<file path="config.mk">
export PLATFORM = sky130hd
export DESIGN_NAME = wake_word_emitter
export DESIGN_NICKNAME = d
export VERILOG_FILES = /design/src/rtl/wake_word_emitter.sv
export SDC_FILE = /design/constraint.sdc
export NUM_CORES = 1
export LEC_CHECK = 0
export CORE_ASPECT_RATIO = 0.75
export CORE_UTILIZATION = 50
export DETAILED_ROUTE_END_ITERATION = 6
export PLACE_DENSITY = 0.71
export SKIP_LAST_GASP = 1
export SLEW_MARGIN = 20
export SYNTH_ARGS = -nofsm -noshare
export SYNTH_HDL_FRONTEND = slang
export SYNTH_SLANG_ARGS = --single-unit
</file>
<file path="constraint.sdc">
create_clock -name clk -period 2.3 [get_ports clk]
set_input_delay 0.345 -clock clk [delete_from_list [all_inputs] [get_ports clk]]
set_output_delay 0.345 -clock clk [all_outputs]
set_load 0.005 [all_outputs]
</file>
<file path="src/rtl/wake_word_emitter.sv">
// Programmable character emitter: streams a small ASCII buffer over a valid/ready
// handshake for len x (rep+1) transfers, then pulses done. The buffer resets to "Alexa".
module wake_word_emitter #(
    parameter int MAX_LEN = 8,
    parameter int CHAR_W  = 7
) (
    input  logic                       clk,
    input  logic                       rst_n,
    input  logic                       wr_en,
    input  logic [$clog2(MAX_LEN)-1:0] wr_addr,
    input  logic [CHAR_W-1:0]          wr_data,
    input  logic [$clog2(MAX_LEN):0]   cfg_len,
    input  logic [3:0]                 cfg_rep,
    input  logic                       start,
    input  logic                       ready,
    output logic [CHAR_W-1:0]          ascii,
    output logic                       valid,
    output logic                       busy,
    output logic                       done
);
    localparam int AW = $clog2(MAX_LEN);

    localparam logic [1:0] IDLE = 2'd0;
    localparam logic [1:0] SEND = 2'd1;
    localparam logic [1:0] DONE = 2'd2;

    localparam logic [AW:0] LEN_MAX = (AW+1)'(MAX_LEN);
    localparam logic [AW:0] LEN_RST = (MAX_LEN < 5) ? LEN_MAX : (AW+1)'(5);

    function automatic logic [AW:0] clamp_len(input logic [AW:0] l);
        return (l > LEN_MAX) ? LEN_MAX : l;
    endfunction

    function automatic logic [CHAR_W-1:0] init_char(input int i);
        case (i)
            0:       return CHAR_W'(7'h41);
            1:       return CHAR_W'(7'h6C);
            2:       return CHAR_W'(7'h65);
            3:       return CHAR_W'(7'h78);
            4:       return CHAR_W'(7'h61);
            default: return CHAR_W'(7'h20);
        endcase
    endfunction

    logic [1:0]        state;
    logic [AW-1:0]     idx;
    logic [3:0]        pass;
    logic [3:0]        rep;
    logic [AW:0]       len;
    logic [CHAR_W-1:0] char_buf [MAX_LEN];

    logic [AW:0] start_len;
    logic        last_char;

    assign start_len = clamp_len(cfg_len);
    assign last_char = ({1'b0, idx} == (len - (AW+1)'(1)));

    // Outputs decode straight from state so an async reset clears them at once.
    assign valid = (state == SEND);
    assign ascii = valid ? char_buf[idx] : '0;
    assign busy  = (state != IDLE);
    assign done  = (state == DONE);

    always_ff @(posedge clk or negedge rst_n) begin
        if (!rst_n) begin
            state <= IDLE;
            idx   <= '0;
            pass  <= '0;
            rep   <= '0;
            len   <= LEN_RST;
            for (int i = 0; i < MAX_LEN; i++) begin
                char_buf[i] <= init_char(i);
            end
        end else begin
            // Writes only land in IDLE, so the buffer is frozen for the whole run.
            if (wr_en && (state == IDLE)) begin
                char_buf[wr_addr] <= wr_data;
            end
            case (state)
                IDLE: begin
                    if (start) begin
                        len   <= start_len;
                        rep   <= cfg_rep;
                        idx   <= '0;
                        pass  <= '0;
                        state <= (start_len == '0) ? DONE : SEND;
                    end
                end
                SEND: begin
                    if (ready) begin
                        if (last_char) begin
                            idx  <= '0;
                            pass <= pass + 4'd1;
                            if (pass == rep) begin
                                state <= DONE;
                            end
                        end else begin
                            idx <= idx + AW'(1);
                        end
                    end
                end
                DONE:    state <= IDLE;
                default: state <= IDLE;
            endcase
        end
    end
endmodule

</file>
### Word level (Yosys, flattened, before mapping)

Index checks and enable logic that the tools add are counted.
W data, S select, Z words.

| storage, ports and cells | value |
|---|---|
| register bits after elaboration | 73 |
| bits of input ports | 23 |

| cells by class | value |
|---|---|
| muxes and demuxes | 22 |
| bitwise logic cells | 2 |
| magnitude comparators | 4 |
| reduce and logical (&&, ||, !) cells | 10 |
| eq/ne operators | 8 |
| $add $sub $neg | 3 |

Operator list:

| cell | number |
|---|---|
| $bwmux W56 | 1 |
| $mux W7 | 4 |
| $bmux W7 S3 | 1 |
| $demux W7 S3 | 1 |
| $mux W4 | 4 |
| $mux W2 | 5 |
| $mux W3 | 3 |
| $ge A4 B4 Y1 const B | 2 |
| $not A3 Y4 | 2 |
| $pmux W4 S2 | 1 |
| $reduce_and A4 Y1 | 2 |
| $pmux W3 S2 | 1 |
| $add A4 B1 Y4 const B | 1 |
| $eq A3 B4 Y1 | 1 |
| $eq A4 B4 Y1 | 1 |
| $gt A4 B4 Y1 const B | 1 |
| $logic_not A4 Y1 | 1 |
| $lt A4 B1 Y1 const B | 1 |
| $ne A2 B1 Y1 const B | 2 |
| $ne A2 B2 Y1 const B | 2 |
| $pmux W2 S2 | 1 |
| $reduce_bool A2 Y1 | 2 |
| $sub A4 B1 Y4 const B | 1 |
| $add A3 B1 Y3 const B | 1 |
| 6 further kinds | 7 |

### Logic depth before layout (Yosys ltp)

Gate-level depths: netlist (run 1).

| depth | value |
|---|---|
| depth in word-level cells | 6 |
| mapped depth | 7 |

### Least setup slack after synthesis (run 1)

Ideal clock, no wire load.

| path | value |
|---|---|
| path kind | reg2reg |
| from | register len[0] |
| to | register pass[2] |
| stages on the path, launching flop included | 8 |
| slack | 0.421 ns |
| clock period less this slack | 1.879 ns |
| arrival | 1.802 ns |
| data required time | 2.223 ns |
| path through | dfstp_2 inv_1 ha_1 xnor2_1 nor3_2 a21boi_2 or3_1 a21oi_1 |

| between the ends | value |
|---|---|
| cells in the longest elaborated chain, start to end | 4 |

Ends and longest elaborated chain:

| what | line | source |
|---|---|---|
| start, declared | 49 | `logic [AW:0] len;` |
| start signal, assigned | 82 | `len <= start_len;` |
| $sub A4 B1 Y4 | 56 | `assign last_char = ({1'b0, idx} == (len - (AW+1)'(1)));` |
| $eq A3 B4 Y1 | 56 |  |
| $ne A2 B1 Y1 (no line) | n/a |  |
| $reduce_and A4 Y1 (no line) | n/a |  |
| end signal, assigned | 93 | `pass <= pass + 4'd1;` |
| end, declared | 47 | `logic [3:0] pass;` |

No other way between the ends.
A chain may end at the register's enable or synchronous reset.

### Worst setup path in the final report (run 1)

| path | value |
|---|---|
| from | register idx[0] |
| to | output port ascii[1] |

| between the ends | value |
|---|---|
| cells in the longest elaborated chain, start to end | 5 |

Ends and longest elaborated chain:

| what | line | source |
|---|---|---|
| start, declared | 46 | `logic [AW-1:0] idx;` |
| start signal, assigned | 98 | `idx <= idx + AW'(1);` |
| $not A3 Y4 (not written as such) | 60 | `assign ascii = valid ? char_buf[idx] : '0;` |
| $bmux W7 S3 | 60 |  |
| $mux W7 (not written as such) (2 in series) | 60 |  |
| $mux W7 | 60 |  |
| end, declared | 16 | `output logic [CHAR_W-1:0] ascii,` |

No other way between the ends. The select of a mux whose other input is x is not followed.

==> flow_summary_export.csv, run 1 <==
group,metric,value,unit
run_status,outcome,"finished clean",
timing,slew_headroom,68.6,%
final_layout,finalNonFillerCells,400,
die,initial_utilization,51.8,%
final_layout,diodes,0,
final_layout,drive_gt1_share,46.5,%
worst_setup_path,critPathLaunchType,"flop",
die,floorplan_die_area,7380,um^2
clock_network,path_clk_slew,80,ps
worst_setup_path,critical_path_s_largest_stage_delay,480,ps
route,route.detailed.drc,0,
grt,grt_first_pass_wirelength,12.0,mm
power,power-per-cell-area,1260,nW/um^2
synth,syn_avg_cell_area,13.7,um^2
worst_setup_path,rrSetupSlack,200,ps
clock_network,max-clock-path-buffers,2,
grt,grt_overflow_total,0,
die,pin_count,33,
timing,worst_slew_pin_slew,470,ps
grt,grt_usage,22.4,%
synth,ys.flop_type,"sky130_fd_sc_hd__dfrtp_1",
clock_network,max_h_tree_level,3,
synth,synth.largest_area_cell,"sky130_fd_sc_hd__dfrtp_1",
final_layout,final_nets,337,
clock_network,clk-insertion-delay-late,350,ps
synth,synth-seq-cells,73,
clock_network,cts-root-buf,"sky130_fd_sc_hd__clkbuf_8",
grt,grt_antenna_before_repair,0,
power,finalPower,5490,uW
final_layout,syn2layout_area_growth,23.5,%
route,detailroute.via_count,2230,
worst_setup_path,worst-path-max-fanout,4,
timing,final_period_minus_worst_setup_slack,2260,ps
timing,finalWorstSetupSlack,44.9,ps
worst_setup_path,crit_required,1960,ps
clock_network,tritoncts.num_buffers,9,
route,firstDrtPassIters,4,
placed_design,postPlaceCellArea,3960,um^2
worst_setup_path,critical_path.endpoint_type,"output pin",
flow_run,max_cap_viol_count,0,
synth,synth_warnings,0,
power,leakage,0.00199,uW
timing,period_share,98.0,%
route,detail_route.iter0.violations,158,
synth,synth.net_count,282,
power,ir_drop,0.503,mV
die,core,6800,um^2
synth,netlist-cell-type-count,40,
synth,synth_edf_count,0,
die,chipHeight,74.7,um
worst_setup_path,criticalPathCategory,"reg -> out",
die,fp-row-count,26,
synth,syn-cell-area,3520,um^2
worst_setup_path,critPathBufInv,3,
final_layout,stdcell_area,4350,um^2
worst_setup_path,cp_slowest_cell,"sky130_fd_sc_hd__mux4_2",
die,die_w,98.9,um
synth,synth-async-reset-ratio,100,%
timing,finalMaxSlewViolations,0,
placed_design,post-place-ws,102,ps
timing,fin_worst_skew,11.6,ps
synth,netlist_instances,256,
timing,setup-violations-final,0,
route,finalWirelength,7.38,mm
worst_setup_path,crit_path_cell_trace,"clkbuf_16 > buf_4 > mux4_2 > mux2i_1 > nor2_1 > clkbuf_2",
route,post_drt_via_cell_ratio,5.58,
clock_network,clock_sinks,73,
synth,synthDominantCellAreaShare,36.3,%
synth,post_synth_main_area_contributors,"sky130_fd_sc_hd__dfrtp_1, sky130_fd_sc_hd__mux2_2, sky130_fd_sc_hd__dfstp_2",
placed_design,place.detailed.hpwl,4.57,mm
timing,setup_repair_after_global_routing_missed_its_margin,"yes",
worst_setup_path,crit-reg2reg-capture,"pass[3]$_DFFE_PN0P_",
route,detail_route.wl_per_cell,18.5,um
placed_design,placement.io_buffers,32,
worst_hold_path,min-delay-path-class,"in -> async",
worst_setup_path,cp.arrival,1910,ps
clock_network,tritoncts,"yes",
timing,final_hold_viol_count,0,
route,final_antenna_net_count,0,
grt,grt_start_max_net_pins,39,
worst_setup_path,rr_startpoint,"len[0]$_DFFE_PN1P_",
final_layout,post-route-util,63.9,%
timing,timing.fmax,443,MHz
grt,grt_pass1_vias,2211,
placed_design,finalWeightedCongestion,0.741,
worst_setup_path,critical-path-top-delay-family,"multiplexers",
worst_setup_path,reg2reg_depth,7,
placed_design,post-place-cells,368,
synth,synth-seq-area-share,52.7,%
where the power goes:
part	switching [uW]	leakage [uW]	internal [uW]	total (uW)
sequential	334	0.000904	1810	2140
clock	478	0.000116	717	1200
combinational	879	0.000967	1270	2150
total	1690	0.00199	3800	5490
synthesized netlist by cell type (2+ instances only):
library cell and n:
sky130_fd_sc_hd__xnor2_1 5, sky130_fd_sc_hd__and3_1 3, sky130_fd_sc_hd__clkbuf_1 3, sky130_fd_sc_hd__or3_1 2, sky130_fd_sc_hd__nand2_1 14, sky130_fd_sc_hd__buf_2 7, sky130_fd_sc_hd__o2bb2ai_1 2, sky130_fd_sc_hd__inv_1 6
sky130_fd_sc_hd__a21oi_1 6, sky130_fd_sc_hd__ha_1 3, sky130_fd_sc_hd__mux4_2 14, sky130_fd_sc_hd__xor2_1 3, sky130_fd_sc_hd__dfrtp_1 51, sky130_fd_sc_hd__mux2_2 59, sky130_fd_sc_hd__nor2_1 13, sky130_fd_sc_hd__nand2b_1 3
sky130_fd_sc_hd__o21ai_0 6, sky130_fd_sc_hd__mux2i_1 8, sky130_fd_sc_hd__nor2b_1 3, sky130_fd_sc_hd__nor3_1 3, sky130_fd_sc_hd__nand3b_1 2, sky130_fd_sc_hd__dfstp_2 22
area by class of cell:
type	count	area, um^2
fillers	498	2450
flip-flops and latches	73	1860
multi-input cells	165	1590
repair buffers	55	537
clock buffers	10	128
clock inverters	6	108
well taps	84	105
inverters	7	26.3
flip-flops by register name (all words and copies together) (netlist names):
| name | flops |
|---|---|
| char_buf | 56 |
| len | 4 |
| pass | 4 |
| rep | 4 |
| idx | 3 |
| state | 2 |
layer usage:
layer	GRT usage (%)	up-vias	wire length (um)
li1	-	1035	-
met1	32.9	1140	3720
met2	34.0	44	3240
met3	5.94	11	328
met4	5.47	0	90
met5	0	-	0
what timing repair did:
action	in CTS	in global routing
hold buffers	1	0
hold endpoints to repair	18	0
pin swaps	0	6
setup buffers	12	2
gates resized for setup	25	12
setup endpoints to repair	7	7
cloned	2	0
cell usage in the layout (no fill, tap or decap), types with 2 or more instances in the layout:
| cell type | n |
|---|---|
| sky130_fd_sc_hd__mux2_2 | 59 |
| sky130_fd_sc_hd__dfrtp_1 | 49 |
| sky130_fd_sc_hd__clkdlybuf4s50_1 | 24 |
| sky130_fd_sc_hd__dfstp_2 | 22 |
| sky130_fd_sc_hd__mux4_2 | 14 |
| sky130_fd_sc_hd__nand2_1 | 14 |
| sky130_fd_sc_hd__nor2_1 | 13 |
| sky130_fd_sc_hd__buf_4 | 13 |
| sky130_fd_sc_hd__clkbuf_8 | 9 |
| sky130_fd_sc_hd__mux2i_1 | 8 |
| sky130_fd_sc_hd__inv_1 | 6 |
| sky130_fd_sc_hd__o21ai_0 | 6 |
| sky130_fd_sc_hd__a21oi_1 | 6 |
| sky130_fd_sc_hd__xnor2_1 | 5 |
| sky130_fd_sc_hd__buf_2 | 5 |
| sky130_fd_sc_hd__nand2b_1 | 3 |
| sky130_fd_sc_hd__nor2b_1 | 3 |
| sky130_fd_sc_hd__and3_1 | 3 |
| sky130_fd_sc_hd__xor2_1 | 3 |
| sky130_fd_sc_hd__nor3_1 | 3 |
| sky130_fd_sc_hd__ha_1 | 3 |
| sky130_fd_sc_hd__bufinv_16 | 3 |
| sky130_fd_sc_hd__clkbuf_2 | 3 |
| sky130_fd_sc_hd__buf_12 | 3 |
| sky130_fd_sc_hd__buf_6 | 3 |
| sky130_fd_sc_hd__nand3b_1 | 2 |
| sky130_fd_sc_hd__o2bb2ai_1 | 2 |
| sky130_fd_sc_hd__or3_1 | 2 |
| sky130_fd_sc_hd__clkinv_2 | 2 |
| sky130_fd_sc_hd__dfrtp_2 | 2 |
| sky130_fd_sc_hd__buf_8 | 2 |
per-stage QoR:
step / setup TNS, ps / hold WS [ps]
finish: 0 / 471
global route: -65.0 / 511
CTS: -356 / 469
detailed placement: 0 / 315
global placement: 0 / 320
floorplan: 0 / 49.4
worst max path at each step:
stage / cells after the start / slack (ps) / startpoint / to
final: 6 / 40 / idx[0]$_DFFE_PN0P_ / ascii[1]
after CTS: 6 / -140 / idx[0]$_DFFE_PN0P_ / ascii[2]
after global placement: 4 / 130 / idx[1]$_DFFE_PN0P_ / ascii[2]
after detailed placement: 4 / 100 / idx[1]$_DFFE_PN0P_ / ascii[2]
after floorplan: 7 / 420 / len[0]$_DFFE_PN1P_ / pass[2]$_DFFE_PN0P_
after global routing: 6 / -30 / idx[0]$_DFFE_PN0P_ / ascii[2]
cell families after synthesis:
family | Yosys count | share of synthesized area [%]
adders and majority gates | 3 | 1.07
AOI/OAI and AO/OA | 21 | 3.84
muxes | 82 | 30.4
buffers and inverters | 18 | 2.27
DFF | 73 | 52.7
and+or+nand+nor | 50 | 7.04
xor gates and xnor gates | 9 | 2.67
No activity file was read; power rests on OpenSTA's default activity.
==> run 2: changes to the inputs <==
- CORE_MARGIN: unset -> 1.5
==> flow_summary_export.csv, run 2 (synthesized netlist as in run 1, its figures left out) <==
group,metric,value,unit
flow_run,max_cap_viol_count,0,
die,initial_utilization,51.8,%
timing,slew_headroom,56.1,%
clock_network,clk-insertion-delay-late,350,ps
final_layout,stdcell_area,4200,um^2
final_layout,n_fill_cell,522,
grt,grt_first_pass_wirelength,11.5,mm
final_layout,diodes,0,
placed_design,post-place-ws,224,ps
route,finalWirelength,7.01,mm
die,die_w,99.9,um
route,detailroute.via_count,2178,
worst_setup_path,criticalPathCategory,"reg -> out",
final_layout,syn2layout_area_growth,19.3,%
final_layout,most_flop_heavy_register,"char_buf",
timing,period_share,105,%
die,core,6800,um^2
power,ir_drop,0.651,mV
timing,fin_worst_skew,9.08,ps
run_status,outcome,"complete, but fails checks",
route,final_antenna_net_count,0,
clock_network,clock_sinks,73,
final_layout,drive_gt1_share,40.8,%
grt,grt_pass1_vias,2247,
timing,setup_repair_after_global_routing_missed_its_margin,"yes",
final_layout,regArea,1850,um^2
placed_design,finalWeightedCongestion,0.772,
final_layout,most-common-layout-cells,"sky130_fd_sc_hd__mux2_2, sky130_fd_sc_hd__dfrtp_1, sky130_fd_sc_hd__clkdlybuf4s50_1",
power,leakage,0.00189,uW
die,chipHeight,75.7,um
placed_design,placement.io_buffers,32,
clock_network,tritoncts.num_buffers,9,
die,floorplan_die_area,7560,um^2
final_layout,most_common_library_cell_in_the_layout_ignoring_fill_and_taps,"sky130_fd_sc_hd__mux2_2",
power,power-per-cell-area,1200,nW/um^2
clock_network,tritoncts,"yes",
final_layout,multi_input_comb_area,1590,um^2
worst_setup_path,critical_path.endpoint_type,"output pin",
route,detail_route.wl_per_cell,18.1,um
route,detail_route.iter0.violations,100,
final_layout,post-route-util,61.8,%
grt,grt_start_max_net_pins,35,
clock_network,count_of_hold_fix_buffers_inserted_at_cts,0,
timing,worst_slew_pin_slew,658,ps
clock_network,max-clock-path-buffers,2,
run_status,failed_checks,"negative setup slack",
timing,finalMaxSlewViolations,0,
die,fp-row-count,26,
clock_network,max_h_tree_level,3,
worst_setup_path,critical_path_s_largest_stage_delay,500,ps
timing,final_hold_viol_count,0,
worst_setup_path,cp_slowest_cell,"sky130_fd_sc_hd__mux4_2",
worst_setup_path,cp.arrival,2070,ps
clock_network,cts-root-buf,"sky130_fd_sc_hd__clkbuf_8",
worst_setup_path,critical-path-top-delay-family,"multiplexers",
grt,grt_overflow_total,0,
route,post_drt_via_cell_ratio,5.61,
route,route.detailed.drc,0,
timing,final_period_minus_worst_setup_slack,2410,ps
grt,grt_antenna_before_repair,0,
final_layout,largest_reg_flops,56,
placed_design,place.detailed.hpwl,4.82,mm
worst_hold_path,min-delay-path-class,"in -> async",
worst_setup_path,crit_path_cell_trace,"buf_12 > mux4_2 > mux2i_1 > nor2_1 > clkdlybuf4s50_1",
worst_setup_path,crit_required,1960,ps
grt,grt_usage,21.0,%
timing,timing.fmax,415,MHz
die,pin_count,33,
placed_design,postPlaceCellArea,4010,um^2
worst_setup_path,critPathLaunchType,"flop",
worst_setup_path,worst-path-max-fanout,12,
timing,finalWorstSetupSlack,-112,ps
route,firstDrtPassIters,4,
clock_network,path_clk_slew,70,ps
final_layout,final_nets,325,
timing,setup-violations-final,7,
worst_setup_path,critPathBufInv,2,
[run 2: repair_timing]
action,in CTS,in global routing
cloned,0,0
endpoints found under the hold margin,0,0
resized for setup,0,0
setup endpoints to repair,7,7
setup buffers,1,0
[run 2: worst paths after layout]
kind | start | endpoint | slack [ps] | cells past startpoint
min in group clk | len[2]$_DFFE_PN1P_ | len[2]$_DFFE_PN1P_ | 500 | 2
worst min-delay path | rst_n | len[3]$_DFFE_PN0P_ | 30 | 1
worst max register to register | len[0]$_DFFE_PN1P_ | pass[3]$_DFFE_PN0P_ | 240 | 7
worst max-delay path | idx[0]$_DFFE_PN0P_ | ascii[0] | -110 | 5
worst min register to register | len[2]$_DFFE_PN1P_ | len[2]$_DFFE_PN1P_ | 500 | 2
max in group asynchronous | rst_n | len[0]$_DFFE_PN1P_ | 1550 | 2
[run 2: final cells by class]
class / count / area share (%)
clock buffers: 13 / 3.31
clock inverters: 3 / 1.01
multi-input cells: 165 / 37.7
inverters: 7 / 0.626
repair buffers: 43 / 10.7
flip-flops and latches: 73 / 44.1
well taps: 84 / 2.50
[run 2: through the flow]
| stage | instances | hold slack, ps | setup TNS [ps] | total power, uW |
|---|---|---|---|---|
| 3_5_place_dp | 371 | 400 | 0 | 4120 |
| 2_1_floorplan | 256 | 49.4 | 0 | 3410 |
| 5_1_grt | 388 | 59.8 | -1410 | 5380 |
| 4_1_cts | 388 | 28.5 | -924 | 5100 |
| 6_report | 388 | 28.3 | -663 | 5050 |
| 3_3_place_gp | 371 | 409 | 0 | 4070 |
[run 2: power breakdown]
part           total [uW]  switching, uW  internal, uW
logic                2040            870          1170
clock network         947            445           501
registers            2060            260          1800
[run 2: metal layers]
metal  global-route usage [%]  wire length (um)  up-vias
met2                     33.8              3210       43
li1                         -                 -     1016
met1                     28.2              3400     1111
met5                        0                 0        -
met4                     7.67                68        0
met3                     5.50               326        8
==> run 3: changes to the inputs <==
- SETUP_SLACK_MARGIN: unset -> 0.02
==> flow_summary_export.csv, run 3 (synthesized netlist as in run 1, its figures left out) <==
group,metric,value,unit
run_status,outcome,"finished clean",
final_layout,drive_gt1_share,45.1,%
power,leakage,0.00196,uW
worst_setup_path,critical_path.endpoint_type,"output pin",
die,core,6800,um^2
grt,grt_start_max_net_pins,35,
route,detail_route.iter0.violations,96,
route,final_antenna_net_count,0,
final_layout,n_fill_cell,515,
timing,slew_headroom,56.4,%
placed_design,placement.io_buffers,32,
power,finalPower,5220,uW
worst_hold_path,min-delay-path-class,"in -> async",
route,firstDrtPassIters,4,
clock_network,clk-insertion-delay-late,350,ps
final_layout,most-common-layout-cells,"sky130_fd_sc_hd__mux2_2, sky130_fd_sc_hd__dfrtp_1, sky130_fd_sc_hd__clkdlybuf4s50_1",
die,pin_count,33,
timing,period_share,98.6,%
final_layout,syn2layout_area_growth,21.7,%
route,detailroute.via_count,2210,
timing,finalMaxSlewViolations,0,
timing,totalNegativeSetupSlack,0,ps
clock_network,max_h_tree_level,3,
timing,setup-violations-final,0,
timing,worst_slew_pin_slew,655,ps
worst_setup_path,worst-path-max-fanout,3,
route,route.detailed.drc,0,
final_layout,post-route-util,63.0,%
worst_setup_path,critPathLaunchType,"flop",
grt,grt_overflow_total,0,
route,detail_route.wl_per_cell,18.2,um
timing,fin_worst_skew,8.21,ps
die,chipHeight,75.7,um
route,finalWirelength,7.27,mm
final_layout,largest_reg_flops,56,
placed_design,place.detailed.hpwl,4.82,mm
grt,grt_pass1_vias,2287,
route,post_drt_via_cell_ratio,5.54,
final_layout,final_nets,336,
die,die_w,99.9,um
clock_network,tritoncts,"yes",
clock_network,path_clk_slew,70,ps
final_layout,stdcell_area,4280,um^2
power,ir_drop,0.617,mV
timing,final_hold_viol_count,0,
clock_network,max-clock-path-buffers,2,
grt,grt_usage,21.7,%
die,initial_utilization,51.8,%
grt,grt_antenna_before_repair,0,
worst_setup_path,cp.arrival,1920,ps
grt,grt_first_pass_wirelength,11.8,mm
die,fp-row-count,26,
final_layout,diodes,0,
power,power-per-cell-area,1220,nW/um^2
clock_network,clock_sinks,73,
placed_design,postPlaceCellArea,4010,um^2
timing,setup_repair_after_global_routing_missed_its_margin,"yes",
worst_setup_path,criticalPathCategory,"reg -> out",
flow_run,max_cap_viol_count,0,
worst_setup_path,crit_required,1960,ps
clock_network,tritoncts.num_buffers,9,
clock_network,count_of_hold_fix_buffers_inserted_at_cts,0,
placed_design,finalWeightedCongestion,0.772,
final_layout,most_common_library_cell_in_the_layout_ignoring_fill_and_taps,"sky130_fd_sc_hd__mux2_2",
final_layout,most_flop_heavy_register,"char_buf",
die,floorplan_die_area,7560,um^2
timing,timing.fmax,441,MHz
timing,final_period_minus_worst_setup_slack,2270,ps
clock_network,cts-root-buf,"sky130_fd_sc_hd__clkbuf_8",
==> run 3: changes by cell type in the layout (fill, tap and decap cells not counted), sizes merged <==
| cell | change |
|---|---|
| buf | +12 |
| clkdlybuf4s50 | -7 |
| clkbuf | +5 |
| clkdlybuf4s15 | +1 |
==> run 3: layout make-up <==
| cell class | count | area (um^2) | share of cell area [%] |
|---|---|---|---|
| Timing Repair Buffer | 54 | 529 | 12.4 |
| Clock buffer | 13 | 139 | 3.24 |
| Sequential cell | 73 | 1860 | 43.3 |
| Clock inverter | 3 | 42.5 | 0.993 |
| Tap cell | 84 | 105 | 2.45 |
| Multi-Input combinational cell | 165 | 1590 | 37.0 |
| Inverter | 7 | 26.3 | 0.613 |
==> run 3: worst paths after layout <==
kind | from | endpoint | slack (ps) | cells past startpoint
min in group clk | len[2]$_DFFE_PN1P_ | len[2]$_DFFE_PN1P_ | 500 | 2
setup / recovery | idx[0]$_DFFE_PN0P_ | ascii[2] | 30 | 6
hold reg to reg | len[2]$_DFFE_PN1P_ | len[2]$_DFFE_PN1P_ | 500 | 2
max in group asynchronous | rst_n | len[0]$_DFFE_PN1P_ | 1560 | 2
setup reg to reg | idx[0]$_DFFE_PN0P_ | pass[3]$_DFFE_PN0P_ | 190 | 9
hold / removal | rst_n | len[3]$_DFFE_PN0P_ | 30 | 1
==> run 3: where the power goes <==
group | switching, uW | internal (uW) | total [uW]
combinational | 917 | 1270 | 2190
clock | 453 | 501 | 954
sequential | 271 | 1800 | 2080
total | 1640 | 3580 | 5220
==> run 3: what timing repair did <==
item,in CTS,in global routing
pin swaps,1,4
endpoints found under the hold margin,0,0
setup endpoints to repair,7,7
setup buffers,8,4
cloned,1,0
gates resized for setup,17,12
==> run 3: per-stage QoR <==
| stage | std cells | setup WS (ps) | hold WS, ps |
|---|---|---|---|
| 6_report | 399 | 33.3 | 25.2 |
| 5_1_grt | 399 | -58.2 | 59.9 |
| 4_1_cts | 396 | -84.9 | 28.5 |
| 3_5_place_dp | 371 | 224 | 400 |
| 3_3_place_gp | 371 | 256 | 409 |
| 2_1_floorplan | 256 | 421 | 49.4 |
==> run 3: layer usage <==
layer  share of wire (%)  vias to the layer above  GRT usage, %
met3                 4.1                        8          5.50
met4                 1.1                        0          7.36
li1                    -                     1038             -
met5                   0                        -             0
met2                  46                       38          35.1
met1                  49                     1126          29.1
==> run 3: critical path: stages (launching register included) <==
cell and delay, ps:
sky130_fd_sc_hd__dfrtp_2 440, sky130_fd_sc_hd__clkbuf_16 160, sky130_fd_sc_hd__buf_6 100, sky130_fd_sc_hd__mux4_2 480, sky130_fd_sc_hd__mux2i_1 130, sky130_fd_sc_hd__nor2_1 70, sky130_fd_sc_hd__clkdlybuf4s15_1 200
